**config.mk**
```make
export PLATFORM = sky130hd
export DESIGN_NAME = bpu_resolver
export DESIGN_NICKNAME = d
export VERILOG_FILES = /design/src/rtl/bpu_resolver.sv
export SDC_FILE = /design/constraint.sdc
export NUM_CORES = 1
export LEC_CHECK = 0
export CORE_MARGIN = 2
export CORE_UTILIZATION = 54
export DETAILED_ROUTE_END_ITERATION = 10
export PLACE_DENSITY = 0.8
export SYNTH_ARGS = -nofsm -noshare
export SYNTH_HDL_FRONTEND = slang
export SYNTH_SLANG_ARGS = --single-unit
```
**constraint.sdc**
```tcl
create_clock -name clk_i -period 7.3 [get_ports clk_i]
set_input_delay 1.095 -clock clk_i [delete_from_list [all_inputs] [get_ports clk_i]]
set_output_delay 1.095 -clock clk_i [all_outputs]
set_load 0.05 [all_outputs]
```
**src/rtl/bpu_resolver.sv**
```systemverilog
// EX-side branch resolver: in-order prediction queue, mispredict flush/redirect, training bus.
// Optional BPU_PERF_CNT_EN adds saturating resolve/mispredict counters.
module bpu_resolver #(
    parameter int DEPTH     = 4,
    parameter int DRAIN_CYC = 2
) (
    input  logic        clk_i,
    input  logic        rst_ni,
    input  logic        pred_valid_IF,
    input  logic [31:0] pc_IF,
    input  logic        pred_taken_IF,
    input  logic [31:0] pred_target_IF,
    input  logic        resolve_EX,
    input  logic [31:0] pc_EX,
    input  logic        pc_sel_EX,
    input  logic [31:0] aludata_EX,
    output logic        q_full_o,
    output logic        flush_br,
    output logic [31:0] redirect_pc,
    output logic        upd_valid,
    output logic [31:0] upd_pc,
    output logic        upd_taken,
    output logic [31:0] upd_target,
    output logic        upd_mispred
`ifdef BPU_PERF_CNT_EN
    ,
    output logic [31:0] perf_br_o,
    output logic [31:0] perf_mis_o
`endif
);

    localparam int AW = $clog2(DEPTH);
    localparam int PW = AW + 1;
    localparam int CW = $clog2(DRAIN_CYC + 1);
    localparam logic [CW-1:0] CLAST = CW'(DRAIN_CYC - 1);

    typedef enum logic [1:0] {
        RUN,
        FLUSH,
        DRAIN
    } state_t;

    state_t state_q, state_d;
    logic [CW-1:0] cnt_q, cnt_d;
    logic [PW-1:0] rd_q, wr_q;

    logic [31:0] q_pc  [DEPTH];
    logic [31:0] q_tgt [DEPTH];
    logic        q_tk  [DEPTH];

    logic        run, empty, full, head_hit;
    logic        res_ok, mispred, mis_ev, pop, push;
    logic        p_taken;
    logic [31:0] p_tgt, pc_inc, act_tgt;

    always_comb begin
        run      = (state_q == RUN);
        empty    = (rd_q == wr_q);
        full     = (rd_q[PW-1] != wr_q[PW-1]) &&
                   (rd_q[AW-1:0] == wr_q[AW-1:0]);
        head_hit = !empty && (q_pc[rd_q[AW-1:0]] == pc_EX);
        pc_inc   = pc_EX + 32'd4;
        // A missing or mismatched head is resolved as a not-taken guess.
        p_taken  = head_hit && q_tk[rd_q[AW-1:0]];
        p_tgt    = head_hit ? q_tgt[rd_q[AW-1:0]] : pc_inc;
        act_tgt  = pc_sel_EX ? aludata_EX : pc_inc;
        res_ok   = resolve_EX && run;
        mispred  = (pc_sel_EX != p_taken) ||
                   (pc_sel_EX && p_taken && (aludata_EX != p_tgt));
        mis_ev   = res_ok && mispred;
        pop      = res_ok && head_hit;
        push     = pred_valid_IF && run && !mis_ev && (!full || pop);
    end

    assign q_full_o = full;

    always_comb begin
        state_d = state_q;
        cnt_d   = '0;
        unique case (state_q)
            RUN:   if (mis_ev) state_d = FLUSH;
            FLUSH: state_d = DRAIN;
            DRAIN: begin
                if (cnt_q == CLAST) state_d = RUN;
                else                cnt_d   = cnt_q + CW'(1);
            end
            default: state_d = RUN;
        endcase
    end

    always_ff @(posedge clk_i or negedge rst_ni) begin
        if (!rst_ni) begin
            state_q <= RUN;
            cnt_q   <= '0;
        end else begin
            state_q <= state_d;
            cnt_q   <= cnt_d;
        end
    end

    always_ff @(posedge clk_i or negedge rst_ni) begin
        if (!rst_ni) begin
            rd_q <= '0;
            wr_q <= '0;
        end else if (state_q == FLUSH) begin
            rd_q <= '0;
            wr_q <= '0;
        end else begin
            if (push) wr_q <= wr_q + PW'(1);
            if (pop)  rd_q <= rd_q + PW'(1);
        end
    end

    always_ff @(posedge clk_i) begin
        if (push) begin
            q_pc[wr_q[AW-1:0]]  <= pc_IF;
            q_tk[wr_q[AW-1:0]]  <= pred_taken_IF;
            q_tgt[wr_q[AW-1:0]] <= pred_target_IF;
        end
    end

    always_ff @(posedge clk_i or negedge rst_ni) begin
        if (!rst_ni) begin
            flush_br    <= 1'b0;
            redirect_pc <= '0;
            upd_valid   <= 1'b0;
            upd_pc      <= '0;
            upd_taken   <= 1'b0;
            upd_target  <= '0;
            upd_mispred <= 1'b0;
        end else begin
            flush_br  <= mis_ev;
            upd_valid <= res_ok;
            if (mis_ev) redirect_pc <= act_tgt;
            if (res_ok) begin
                upd_pc      <= pc_EX;
                upd_taken   <= pc_sel_EX;
                upd_target  <= act_tgt;
                upd_mispred <= mispred;
            end
        end
    end

`ifdef BPU_PERF_CNT_EN
    always_ff @(posedge clk_i or negedge rst_ni) begin
        if (!rst_ni) begin
            perf_br_o  <= '0;
            perf_mis_o <= '0;
        end else begin
            if (res_ok && perf_br_o != '1)  perf_br_o  <= perf_br_o + 32'd1;
            if (mis_ev && perf_mis_o != '1) perf_mis_o <= perf_mis_o + 32'd1;
        end
    end
`endif

endmodule

```
* Word-level counts from Yosys, hierarchy flattened *
Memories as Yosys holds them, arrays and structs flattened.
Cells that the tools add are included.

operators by class
  equality and inequality tests = 11
  add/sub/neg operators = 4
  mux-type cells = 13
  reductions and logical operators = 20

operator list
  kind                                                                      count
  32-bit two-way mux                                                        2
  32-bit by 3-bit adder with 32-bit output (second input constant)          1
  32-bit equality test                                                      1
  32-bit inequality test                                                    1
  3-bit two-way mux                                                         4
  1-bit logical AND                                                         11
  2-bit two-way mux                                                         4
  3-bit by 1-bit adder with 3-bit output (second input constant)            2
  2-bit one-hot mux with 3 select lines                                     1
  2-bit by 1-bit equality test with 1-bit output (second input constant)    2
  2-bit nonzero test                                                        2
  3-bit equality test                                                       1
  1-bit logical NOT                                                         3
  2-bit by 1-bit adder with 2-bit output (second input constant)            1
  2-bit equality test                                                       1
  2-bit equality test (second input constant)                               1
  2-bit logical NOT                                                         1
  1-bit logical OR                                                          2
  1-bit two-way mux                                                         2
  1-bit inequality test                                                     2
  2-bit by 1-bit inequality test with 1-bit output (second input constant)  1
  2-bit inequality test (second input constant)                             1
  2-bit AND reduction                                                       1

storage, ports and cells
  bits in writable memories = 260
  flip-flop bits (word level) = 110
  input port bits = 134
  memories = 3
  output and inout bits = 101

memory list
  memory  words  bits a word  read ports  clocked after memory_dff  write ports  RTL line  source
  q_pc    4      32           1           0                         1            47        logic [31:0] q_pc [DEPTH];
  q_tgt   4      32           1           0                         1            48        logic [31:0] q_tgt [DEPTH];
  q_tk    4      1            1           0                         1            49        logic q_tk [DEPTH];

* Longest topological paths before layout *
  word-level depth = 13
  mapped depth = 19

* Worst setup path before layout *
OpenSTA, ideal clock, no wires.

  path kind = input to register
  start = in pc_EX[8]
  end = mem q_pc[0][0] (enable)
  required time = 6.870 ns
  stages on the path = 13
  library setup time = 0.430 ns
  arrival = 5.781 ns
  setup slack = 1.089 ns
  cell sequence = clkbuf_1 > and4_1 > nand4_1 > or2_2 > nor2b_1 > xor2_1 > xnor2_1 > a21oi_1 > or4_1 > or4_1 > o31a_1 > a21boi_0 > and2_1

on the way
  longest elaborated chain between the ends = 12
  elaborated cells between the ends (all ways) = 18
  those cells by class = 1 x add/sub; 3 x eq/ne; 3 x mux; 11 x reduce/logical

RTL lines
  item                                                                              RTL line  source
  start, declared                                                                   14        input logic [31:0] pc_EX,
  branches (longest 9 deep; another with 32-bit by 3-bit adder with 32-bit output)  --
  1-bit logical AND (*)                                                             72        push = pred_valid_IF && run && !mis_ev && (!full || pop);
  1-bit two-way mux (*)                                                             115       if (push) begin
  1-bit two-way mux (implied by the code) (*)                                       116       q_pc[wr_q[AW-1:0]] <= pc_IF;
  end, declared                                                                     47

Mark *: on every way between the ends.

* Worst setup path in the final report *
  start = reg rd_q[1]
  end = mem q_tgt[2][8] (enable)

on the way
  longest elaborated chain between the ends = 13
  elaborated cells between the ends (all ways) = 25
  those cells by class = 5 x eq/ne; 3 x mux; 14 x reduce/logical; 3 x memory

RTL lines
  item                                                                RTL line  source
  start, declared                                                     45        logic [PW-1:0] rd_q, wr_q;
  start signal, assigned                                              110       if (pop) rd_q <= rd_q + PW'(1);
  memory 4 x 32 bit / 3-bit equality test (equally long branches)     --
  32-bit equality test / 1-bit logical NOT (equally long branches)    61        head_hit = !empty && (q_pc[rd_q[AW-1:0]] == pc_EX);
  1-bit logical AND                                                   61
  32-bit two-way mux / 1-bit logical AND (equally long branches)      65, 64
  32-bit inequality test / 1-bit logical AND (equally long branches)  69        (pc_sel_EX && p_taken && (aludata_EX != p_tgt));
  1-bit logical AND                                                   69
  1-bit logical OR                                                    68        mispred = (pc_sel_EX != p_taken) ||
  1-bit logical AND                                                   70        mis_ev = res_ok && mispred;
  1-bit logical NOT                                                   72
  1-bit logical AND                                                   72
  1-bit logical AND (*)                                               72
  1-bit two-way mux (*)                                               115
  1-bit two-way mux (implied by the code) (*)                         118       q_tgt[wr_q[AW-1:0]] <= pred_target_IF;
  end, declared                                                       48

Mark *: on every way between the ends. The rest lies on a longest branch, timed or not.

==> flow_metrics.env <==
export IMPL_grt_overflow_total=0
export IMPL_worstSetupPathType="reg -> reg"
export IMPL_cts_clk_slew_worst_paths_ps=60
export IMPL_grt_pass1_wl_um=60100
export IMPL_endpoint_kind="flip-flop"
export IMPL_drive_above_1_share=0.150
export IMPL_crit_required_ps=7490
export IMPL_critPathMaxStageDelay_ps=1020
export IMPL_maxSlewHeadroom=0.391
export IMPL_status="complete, no violations"
export IMPL_timing_hold_violations_final=0
export IMPL_start_util=0.550
export IMPL_areaGrowthSynthToFinish_pct=25.4
export IMPL_dp_cells=1610
export IMPL_portBuffers=234
export IMPL_ir_worst_vdd_uv=353
export IMPL_crit_path_frequent_cell="buf_4"
export IMPL_dr_pass1_iters=5
export IMPL_finalClockSkew_ps=22.1
export IMPL_layout_common_cells="edfxtp_1 (260), clkdlybuf4s50_1 (232), nand2_1 (124)"
export IMPL_critPathBufInv=3
export IMPL_gp_congestion=0.846
export IMPL_cp_max_fo=56
export IMPL_cts_tree="done"
export IMPL_setup_viol=0
export IMPL_fin_tns_setup_ps=0
export IMPL_grt_max_degree=65
export IMPL_numClockSinks=370
export IMPL_power_mw=7.37
export IMPL_finalNetCount=1407
export IMPL_root_buffer="clkbuf_16"
export IMPL_max_freq_ghz=0.165
export IMPL_track_usage=0.263
export IMPL_htreeDepth=2
export IMPL_cp_arrival_ps=6260
export IMPL_crit_chain="buf_4 > mux2i_1 > mux2i_1 > a32oi_1 > o221ai_1 > nand4bb_2 > buf_4 > nor2_1 > a21oi_1 > or4_1 > or4_1 > o31a_1 > a21boi_0 > and2_2 > buf_4"
export IMPL_pre_cts_slack_ps=951
export IMPL_ys_seq_area_frac=0.665
export IMPL_dp_hpwl_um=28400
export IMPL_wl_per_cell_um=23.9
export IMPL_rows=62
export IMPL_worst_pin_slew_ps=913
export IMPL_numCtsBuffers=38
export IMPL_clk_latency_ps=520
export IMPL_final_antenna_net_count=0
export IMPL_p_leak_nw=7.42
export IMPL_post_route_util=0.690
export IMPL_synthCells=1016
export IMPL_grt_pass1_vias=9991
export IMPL_avgSynthCellArea_um2=15.6
export IMPL_wl_um=40300
export IMPL_max_cap_violations=0
export IMPL_die_width_um=175
export IMPL_ios=235
export IMPL_yosys_warnings=0
export IMPL_coreArea_um2=28900
export IMPL_fin_cells=1684
export IMPL_drc=0
export IMPL_drt_iter0_drc=876
export IMPL_cts_hold_buf=0
export IMPL_design_area_um2=19900
export IMPL_final_common_cell="edfxtp_1"
export IMPL_rsz0062_at_grt="no"
export IMPL_syn_num_nets=1157
export IMPL_multiInputGateArea_um2=4990
export IMPL_die_area_um2=30800
export IMPL_placed_cell_area_um2=18700
export IMPL_path_delay_family="simple AND/OR/NAND/NOR gates"
export IMPL_critPathLaunchType="flip-flop"
export IMPL_nFillCells=1938
export IMPL_vias=9724
export IMPL_clockBufferDepth=3
export IMPL_vias_per_cell=5.77
export IMPL_cts_setup_buffers=0
export IMPL_period_minus_slack_ps=6070
export IMPL_cts_resized=0
export IMPL_finalMaxSlewViolations=0
export IMPL_layout_setup_ws_ps=1230
export IMPL_fin_hold_ws_ps=434
export IMPL_yosysUniqueCellTypes=48
export IMPL_mappedNetlistArea_um2=15900
export IMPL_die_y_um=175
export IMPL_critPathSlowestCell="dfrtp_4"
export IMPL_synth_seq_cells=370
export IMPL_hp_class="reg -> reg"
export IMPL_period_share=0.831
export IMPL_antenna_found_initial=6
export IMPL_power_density_nw_per_um2=370
export IMPL_seq_area_um2=10600
flip-flops by register name, summed over array words and instances, names as in the netlist:
name / cells
rd_q: 3
q_tk: 4
upd_taken: 1
redirect_pc: 32
cnt_q: 2
q_tgt: 128
wr_q: 3
upd_mispred: 1
flush_br: 1
upd_valid: 1
upd_pc: 32
upd_target: 32
q_pc: 128
state_q: 2
cells by family (layout without fill, tap and decap cells):
kind of cell / count (synthesis) / in the layout / synth area share
flops: 370 / 370 / 0.665
compound gates: 47 / 47 / 0.0181
mux: 184 / 184 / 0.165
xor+xnor: 108 / 108 / 0.0596
buf+inv: 73 / 352 / 0.0215
other cells: 0 / 5 / 0
fa+ha+maj: 7 / 7 / 0.00552
simple gates: 227 / 227 / 0.0650
per-layer routing:
layer  global-route usage  share of wire  up-vias
li1                     -              -     4259
met1                0.358           0.40     4947
met2                0.434           0.49      437
met3               0.0485          0.084       79
met4               0.0857          0.028        2
met5                    0        0.00032        -
power breakdown:
part           switching, mW  leakage, nW  total, mW  internal (mW)
clock network          0.778        0.590       1.87           1.10
logic                   1.66         3.14       2.51          0.850
registers              0.216         3.68       2.99           2.77
total                   2.65         7.42       7.37           4.72
worst paths after layout:
kind	slack [ps]	from	depth (start not counted)	end
setup / recovery	1230	rd_q[1]	15	q_tgt[2][8]
hold / removal	430	cnt_q[0]	1	cnt_q[0]
setup reg to reg	1230	rd_q[1]	15	q_tgt[2][8]
hold reg to reg	430	cnt_q[0]	1	cnt_q[0]
max in group asynchronous	5420	rst_ni	2	upd_target[24]
min in group asynchronous	700	rst_ni	1	redirect_pc[24]
area by class of cell:
| type | instances | share of cell area |
|---|---|---|
| Antenna cell | 5 | 0.000628 |
| Clock buffer | 51 | 0.0533 |
| Clock inverter | 18 | 0.00754 |
| Inverter | 27 | 0.00509 |
| Multi-Input combinational cell | 573 | 0.251 |
| Sequential cell | 370 | 0.531 |
| Tap cell | 384 | 0.0241 |
| Timing Repair Buffer | 256 | 0.128 |
cells in the mapped netlist, drive strengths merged:
cell type / count / area share
buf: 24 / 0.0099
o211ai: 1 / 0.00047
nand3b: 1 / 0.00047
o22ai: 2 / 0.00079
nand4b: 1 / 0.00055
nor2b: 5 / 0.0020
o221ai: 1 / 0.00055
o31a: 1 / 0.00055
and4: 3 / 0.0017
o32ai: 1 / 0.00055
nand2: 126 / 0.030
nand3: 11 / 0.0035
mux2i: 71 / 0.045
dfrtp: 110 / 0.17
o211a: 1 / 0.00063
xor2: 36 / 0.020
clkbuf: 22 / 0.0052
nand4: 14 / 0.0055
ha: 7 / 0.0055
edfxtp: 260 / 0.49
nor4b: 2 / 0.0011
and3: 5 / 0.0020
o21ai: 23 / 0.0080
nor2: 29 / 0.0069
nor3: 9 / 0.0028
or3: 2 / 0.00079
a32oi: 1 / 0.00055
inv: 27 / 0.0064
nor4: 5 / 0.0020
or2: 2 / 0.00079
or4: 3 / 0.0014
nand2b: 3 / 0.0012
a21bo: 1 / 0.00063
nand4bb: 1 / 0.00071
a21boi: 2 / 0.00095
a221oi: 1 / 0.00055
mux2: 56 / 0.040
a21o: 1 / 0.00047
and2: 5 / 0.0020
mux4: 57 / 0.081
a21oi: 11 / 0.0035
xnor2: 72 / 0.040
Note: power is estimated with default switching activity, not from simulation.
